[config.mk]
export PLATFORM = sky130hd
export DESIGN_NAME = regfile_np
export DESIGN_NICKNAME = d
export VERILOG_FILES = /design/src/rtl/regfile_np.sv
export SDC_FILE = /design/constraint.sdc
export NUM_CORES = 2
export LEC_CHECK = 0
export ABC_CLOCK_PERIOD_IN_PS = 10050
export BUFFER_PORTS_ARGS = -buffer_cell sky130_fd_sc_hd__buf_4
export CORE_ASPECT_RATIO = 1.4
export CORE_UTILIZATION = 42
export CTS_BUF_LIST = sky130_fd_sc_hd__clkbuf_4 sky130_fd_sc_hd__clkbuf_8
export DETAILED_ROUTE_END_ITERATION = 10
export GPL_TIMING_DRIVEN = 0
export PLACE_DENSITY = 0.6
export SYNTH_ARGS = -nofsm -noshare
export SYNTH_HDL_FRONTEND = slang
export SYNTH_SLANG_ARGS = --single-unit
[constraint.sdc]
create_clock -name clk -period 10.05 [get_ports clk]
set_input_delay 1.5075 -clock clk [delete_from_list [all_inputs] [get_ports clk]]
set_output_delay 1.5075 -clock clk [all_outputs]
set_load 0.02 [all_outputs]
[src/rtl/regfile_np.sv]
// regfile_np: NRD-read / 1-write GPR file with EX/WB bypass, debug port and
// post-reset clear sequencer; busy scoreboard built under REGFILE_SCOREBOARD_EN.
module regfile_np #(
   parameter int DATA_W = 32,
   parameter int ADDR_W = 5,
   parameter int NRD    = 2
) (
   input  logic                  clk,
   input  logic                  rst,
   output logic                  ready,
   input  logic [NRD*ADDR_W-1:0] rd_addr,
   output logic [NRD*DATA_W-1:0] rd_data,
   input  logic                  fwd_valid,
   input  logic [ADDR_W-1:0]     fwd_addr,
   input  logic [DATA_W-1:0]     fwd_data,
   input  logic                  wb_we,
   input  logic [ADDR_W-1:0]     wb_addr,
   input  logic [DATA_W-1:0]     wb_data,
   input  logic                  dbg_req,
   input  logic                  dbg_we,
   input  logic [ADDR_W-1:0]     dbg_addr,
   input  logic [DATA_W-1:0]     dbg_wdata,
   output logic                  dbg_ack,
   output logic [DATA_W-1:0]     dbg_rdata,
   input  logic                  sb_set,
   input  logic [ADDR_W-1:0]     sb_addr,
   output logic [NRD-1:0]        rd_busy
);

   localparam int DEPTH = 1 << ADDR_W;

   typedef enum logic {CLEAR, RUN} state_t;
   typedef enum logic {D_IDLE, D_ACK} dstate_t;

   state_t            state;
   dstate_t           dstate;
   logic [ADDR_W-1:0] cnt;
   logic [DATA_W-1:0] regs [DEPTH];

   logic              run;
   logic              wb_wr;
   logic              dbg_acc;
   logic              dbg_wr;
   logic [DATA_W-1:0] dbg_rd_val;
   logic [ADDR_W-1:0] ra;

   assign run     = (state == RUN);
   assign wb_wr   = run && wb_we && (wb_addr != '0);
   assign dbg_acc = run && (dstate == D_IDLE) && dbg_req &&
                    !(dbg_we && wb_we);
   assign dbg_wr  = dbg_acc && dbg_we && (dbg_addr != '0);

   always_ff @(posedge clk or posedge rst) begin
      if (rst) begin
         state <= CLEAR;
         cnt   <= ADDR_W'(1);
         ready <= 1'b0;
      end else if (state == CLEAR) begin
         cnt <= cnt + ADDR_W'(1);
         if (cnt == '1) begin
            state <= RUN;
            ready <= 1'b1;
         end
      end
   end

   // Storage has no reset so it maps to plain RAM; the sequencer zeroes it.
   always_ff @(posedge clk) begin
      if (!rst) begin
         if (!run)
            regs[cnt] <= '0;
         else if (wb_wr)
            regs[wb_addr] <= wb_data;
         else if (dbg_wr)
            regs[dbg_addr] <= dbg_wdata;
      end
   end

   always_comb begin
      dbg_rd_val = regs[dbg_addr];
      if (dbg_addr == '0)
         dbg_rd_val = '0;
      else if (wb_we && (wb_addr == dbg_addr))
         dbg_rd_val = wb_data;
   end

   always_ff @(posedge clk or posedge rst) begin
      if (rst) begin
         dstate    <= D_IDLE;
         dbg_ack   <= 1'b0;
         dbg_rdata <= '0;
      end else begin
         unique case (dstate)
            D_IDLE: begin
               if (dbg_acc) begin
                  dstate  <= D_ACK;
                  dbg_ack <= 1'b1;
                  if (!dbg_we)
                     dbg_rdata <= dbg_rd_val;
               end
            end
            D_ACK: begin
               dstate  <= D_IDLE;
               dbg_ack <= 1'b0;
            end
         endcase
      end
   end

   always_comb begin
      rd_data = '0;
      ra      = '0;
      for (int i = 0; i < NRD; i++) begin
         ra = rd_addr[i*ADDR_W +: ADDR_W];
         if (!run || ra == '0)
            rd_data[i*DATA_W +: DATA_W] = '0;
         else if (fwd_valid && fwd_addr == ra)
            rd_data[i*DATA_W +: DATA_W] = fwd_data;
         else if (wb_we && wb_addr == ra)
            rd_data[i*DATA_W +: DATA_W] = wb_data;
         else
            rd_data[i*DATA_W +: DATA_W] = regs[ra];
      end
   end

`ifdef REGFILE_SCOREBOARD_EN
   logic [DEPTH-1:0]  busy;
   logic [ADDR_W-1:0] ba;

   always_ff @(posedge clk or posedge rst) begin
      if (rst) begin
         busy <= '0;
      end else if (run) begin
         if (wb_we)
            busy[wb_addr] <= 1'b0;
         if (sb_set && sb_addr != '0)
            busy[sb_addr] <= 1'b1;
      end
   end

   always_comb begin
      rd_busy = '0;
      ba      = '0;
      for (int i = 0; i < NRD; i++) begin
         ba = rd_addr[i*ADDR_W +: ADDR_W];
         rd_busy[i] = run && busy[ba] &&
                      !(fwd_valid && fwd_addr == ba) &&
                      !(wb_we && wb_addr == ba);
      end
   end
`else
   logic sb_unused;

   assign sb_unused = sb_set ^ (^sb_addr);
   assign rd_busy   = '0;
`endif

endmodule

## Word level (Yosys, flattened, before mapping)

Memory sizes are Yosys's and may differ from the RTL's.
Index checks and enable logic that the tools add are counted.

| cells by class | value |
|---|---|
| eq/ne operators | 7 |
| mux-type cells | 32 |
| reductions and logical operators | 26 |
| bitwise gates (word level) | 3 |
| add/sub/neg operators | 1 |

Operators by type and width:

| cell | count |
|---|---|
| $mux W32 | 10 |
| $reduce_or A32 Y1 | 2 |
| $eq A5 B5 Y1 | 5 |
| $mux W1 | 18 |
| $logic_not A5 Y1 | 3 |
| $logic_and A1 B1 Y1 | 13 |
| $mux W5 | 2 |
| $reduce_bool A5 Y1 | 2 |
| $add A5 B1 Y5 const B | 1 |
| $eq A5 B5 Y1 const B | 1 |
| $pmux W1 S2 | 2 |
| $not A1 Y1 | 3 |
| $reduce_and A3 Y1 | 1 |
| $logic_not A1 Y1 | 2 |
| $logic_or A1 B1 Y1 | 2 |
| $ne A2 B2 Y1 const B | 1 |
| $reduce_and A2 Y1 | 1 |

| word-level totals | value |
|---|---|
| RAM bits | 1024 |
| memories kept | 1 |
| output and inout bits | 100 |
| bits of input ports | 133 |
| register bits | 41 |
| word-level logic and storage cells | 76 |

Memory list:

| memory | depth | width | read ports | clocked after Yosys merged registers in | write ports | line | source |
|---|---|---|---|---|---|---|---|
| regs | 32 | 32 | 3 | 0 | 1 | 38 | `logic [DATA_W-1:0] regs [DEPTH];` |

## Longest topological paths before layout

| logic depth | value |
|---|---|
| depth in word-level cells | 13 |
| mapped depth | 9 |
| gate-level depth less buffers | 5 |

## Worst setup path after synthesis

OpenSTA, ideal clock, no wires.

| path | value |
|---|---|
| kind | input-to-reg |
| from | in wb_addr[2] |
| to | mem regs[0][0], enable pin |
| stages | 6 |
| library setup time | 0.421 ns |
| arrival | 4.512 ns |
| path slack | 5.116 ns |
| buffers on the path | 1 |
| data required time | 9.629 ns |
| path through | buf_2 > or4_4 > o21ai_4 > mux2i_1 > a32oi_4 > nor2_1 |

| on the way | value |
|---|---|
| longest elaborated chain between the ends | 9 |
| elaborated cells on any way between the ends | 16 |
| classes of those cells | mux (12); reduce/logical (4) |

RTL lines:

| what | line | source |
|---|---|---|
| start, declared | 17 | `input logic [ADDR_W-1:0] wb_addr,` |
| $reduce_bool A5 Y1 | 48 | `assign wb_wr = run && wb_we && (wb_addr != '0);` |
| $logic_and A1 B1 Y1 | 48 |  |
| $mux W1 | 72 | `else if (wb_wr)` |
| $mux W1 | 70 | `if (!run)` |
| $mux W1 | 69 | `if (!rst) begin` |
| $mux W1 (implied by the code) | 73 | `regs[wb_addr] <= wb_data;` |
| $reduce_or A32 Y1 (no line) | n/a |  |
| $mux W5 (no line) or $mux W1 (tied branches) (2 in series) | n/a |  |
| end, declared | 38 |  |

Several ways; a longest one is shown, not always the timed one.

## Worst setup path in the final report

| path | value |
|---|---|
| from | in rd_addr[9] |
| to | out rd_data[48] |

| on the way | value |
|---|---|
| longest elaborated chain between the ends | 5 |
| elaborated cells on any way between the ends | 10 |
| classes of those cells | eq/ne (2); mux (3); reduce/logical (4); memory (1) |

RTL lines:

| what | line | source |
|---|---|---|
| start, declared | 11 | `input logic [NRD*ADDR_W-1:0] rd_addr,` |
| parallel branches: the longest is 4 deep, another holds $mem_v2 Z32 W32 | n/a |  |
| $mux W32 (*) | 115 | `if (!run \|\| ra == '0)` |
| end, declared | 12 | `output logic [NRD*DATA_W-1:0] rd_data,` |

Every way passes the cells marked *.

==> results.json <==
{
  "status": "finished with violations",
  "violations": "max-capacitance violations, max-slew violations",
  "cellPowerDensity_nw_per_um2": 154.6,
  "grt_overflow": 0,
  "worst_setup_path_end_kind": "output port",
  "netlist_instances": 3485,
  "hold-worst-slack_ps": 434.8,
  "seq_area_frac_synth": 0.5333,
  "power_switching_share": 0.2909,
  "clock-sinks": 1065,
  "worst_slew_pin_slew_ps": 1597,
  "synthToLayoutAreaGrowth_pct": 14.63,
  "num_vias": 44544,
  "cts_resized": 0,
  "netlist_area_sq_um": 59590,
  "antenna_found_initial": 20,
  "die_x_microns": 320.3,
  "wirelength_mm": 273.6,
  "synthTopCellsByArea": "edfxtp_1 52%, mux4_2 29%, a22oi_1 2.8%",
  "setup_violations": 0,
  "period_minus_slack_ps": 7288,
  "mostFrequentLayoutCell": "edfxtp_1",
  "die_h_microns": 447.7,
  "p_leak_uw": 0.02208,
  "synth_area_leader_cell": "edfxtp_1",
  "design.die.area_sq_um": 143400,
  "max-clock-path-buffers": 3,
  "ys_ff_latch": 1065,
  "min_path_type": "register to register",
  "dp_hpwl_mm": 196.1,
  "final_cell_count_no_fill": 5961,
  "rsz0062_at_grt": "no",
  "most-common-layout-cells": "1024 x edfxtp_1, 762 x mux4_2, 222 x a22oi_1, 222 x buf_4, 188 x clkbuf_1",
  "irDropWorstVdd_v": 0.0001293,
  "wl_per_cell_microns": 45.90,
  "worstPathArrival_ps": 5780,
  "max_slew_margin": -0.06443,
  "fmax_ghz": 0.1372,
  "post-cts-setup-buffer-count": 0,
  "synth_top_area_share": 0.5160,
  "met1_usage": 0.4246,
  "grt_max_degree": 42,
  "met3_usage": 0.1473,
  "grt_use_total": 0.3793,
  "ioPinCount": 233,
  "p_seq_frac": 0.468,
  "use_met2": 0.5930,
  "grt_busiest_layer": "met2",
  "design_area_sq_um": 68310,
  "hold_viol_final": 0,
  "htree_num_levels": 4,
  "nets": 4047,
  "switchingPower_uw": 3072,
  "cp.required_ps": 8540,
  "drive_gt1_frac": 0.3694,
  "pwr-share-comb": 0.159,
  "tritoncts": "built",
  "rows": 163,
  "cts-root-buf": "clkbuf_8",
  "numCtsBuffers": 164,
  "crit_top_cell": "clkbuf_1",
  "start_util": 0.4228,
  "cpPeakStageDelay_ps": 1080,
  "startpoint_type": "input pin",
  "synth-main-ff-cell": "edfxtp_1",
  "drv_cap": 6,
  "drc_errors": 0,
  "place_congestion": 1.030,
  "slew_violations": 59,
  "clock_latency_ps": 990,
  "drtAntennaViolNets": 0,
  "path_max_fanout": 10,
  "synth_area_per_cell_sq_um": 17.10,
  "worst_clock_skew_ps": 40.42,
  "fillers": 11899,
  "synth_edf_count": 1024,
  "grt_pass1_vias": 44111,
  "ys_async_sr_fraction": 0.03850,
  "timing.setup.tns_ps": 0,
  "pwr-share-clk": 0.373,
  "grt_pass1_wl_mm": 360.3,
  "synth_cell_types": 67,
  "crit_type": "input pin to output port",
  "fin_crit_sh": 0.7252,
  "dp.cells": 5640,
  "drtPass1Iterations": 9,
  "placed_area_sq_um": 64800,
  "path_clk_slew_ps": 70,
  "routed_via_density": 7.473,
  "crit_slowest_cell": "buf_1",
  "yosysWarningCount": 0,
  "design.core.area_sq_um": 140900,
  "path_cells": "clkbuf_1 -> clkbuf_1 -> nor2b_1 -> clkbuf_1 -> buf_1 -> a22oi_1 -> o21ai_0 -> a221o_1 -> buf_4",
  "cts_hold_buf": 0,
  "drtIter0Drc": 7385,
  "port_buffers": 210,
  "intPower_uw": 7488
}
path summary, 6_finish.rpt:
| path | slack [ps] | startpoint | endpoint | cells past startpoint |
|---|---|---|---|---|
| max | 2760 | rd_addr[9] | rd_data[48] | 9 |
| min | 430 | dstate$_DFF_PP0_ | dbg_ack$_DFFE_PP0P_ | 1 |
| max reg2reg | 5790 | run$_DFF_PP0_ | regs[4][6]$_DFFE_PP_ | 4 |
| min reg2reg | 430 | dstate$_DFF_PP0_ | dbg_ack$_DFFE_PP0P_ | 1 |
| max in group asynchronous | 8610 | rst | dbg_rdata[24]$_DFFE_PP0P_ | 2 |
| min in group asynchronous | 820 | rst | dbg_ack$_DFFE_PP0P_ | 2 |
cell usage after synthesis, drive strengths merged (3+ instances only):
master and number:
nand2b 3, nor3 67, nor2 76, and2 7
mux2i 128, dfrtp 40, nor2b 40, a22oi 222
xnor2 15, mux4 762, nor4 4, and4 4
a21oi 99, edfxtp 1024, a32oi 8, a31o 3
o21ai 130, buf 173, inv 9, and3 3
nand3b 3, nand4 3, xor2 13, a2111oi 33
a22o 34, a211oi 4, nand3 65, a31oi 4
nand2 114, o2111ai 63, mux2 14, a221o 63
clkbuf 192, nor3b 34, o22ai 5
registers in the layout, indices dropped and copies added (netlist names):
name	flops
regs	1024
dbg_rdata	32
cnt	5
dbg_ack	1
dstate	1
ready	1
run	1
power groups by stage:
stage | sequential, uW | combinational (uW) | clock [uW]
final | 4940 | 1680 | 3940
after global placement | 5030 | 1590 | 0
after CTS | 4940 | 1610 | 3900
after detailed placement | 5030 | 1610 | 0
after floorplan | 5030 | 875 | 0
after global routing | 4940 | 1690 | 4070
per-layer routing:
metal | vias to the layer above | wire, microns
met5 | - | 203
li1 | 16122 | -
met3 | 1301 | 37880
met2 | 4283 | 126400
met1 | 22812 | 85680
met4 | 26 | 23430
metrics by stage:
step	setup slack [ps]	utilization	power (uW)
floorplan	5116	-	5902
global placement	1122	0.4509	6623
detailed placement	3081	0.4598	6638
CTS	3076	0.4841	10450
global route	2938	0.4846	10700
finish	2762	0.4847	10560
critical path, delay by kind of cell:
| family | cells | cell delay, ps |
|---|---|---|
| AOI/OAI and AO/OA | 3 | 830 |
| buffers and inverters | 5 | 3200 |
| and+or+nand+nor | 1 | 210 |
cells by family after synthesis:
kind of cell    share of synthesized area
compound gates                    0.08353
xor+xnor                         0.004115
fa+ha+maj                       0.0004199
buf+inv                           0.02990
flops                              0.5333
mux                                0.3121
other cells                    0.00006293
simple gates                      0.03658
area by class of cell:
class	instances	area [sq um]	share of cell area
inverter	9	36.28	0.0005312
tap	1897	2374	0.03475
multi-input combinational	2047	26280	0.3847
clock inverter	95	738.2	0.01081
clock buffer	212	2686	0.03933
buffer	365	1755	0.02570
sequential	1065	31780	0.4652
antenna	11	27.53	0.0004030
timing repair buffer	260	2640	0.03865
No activity file was read; power rests on OpenSTA's default activity.
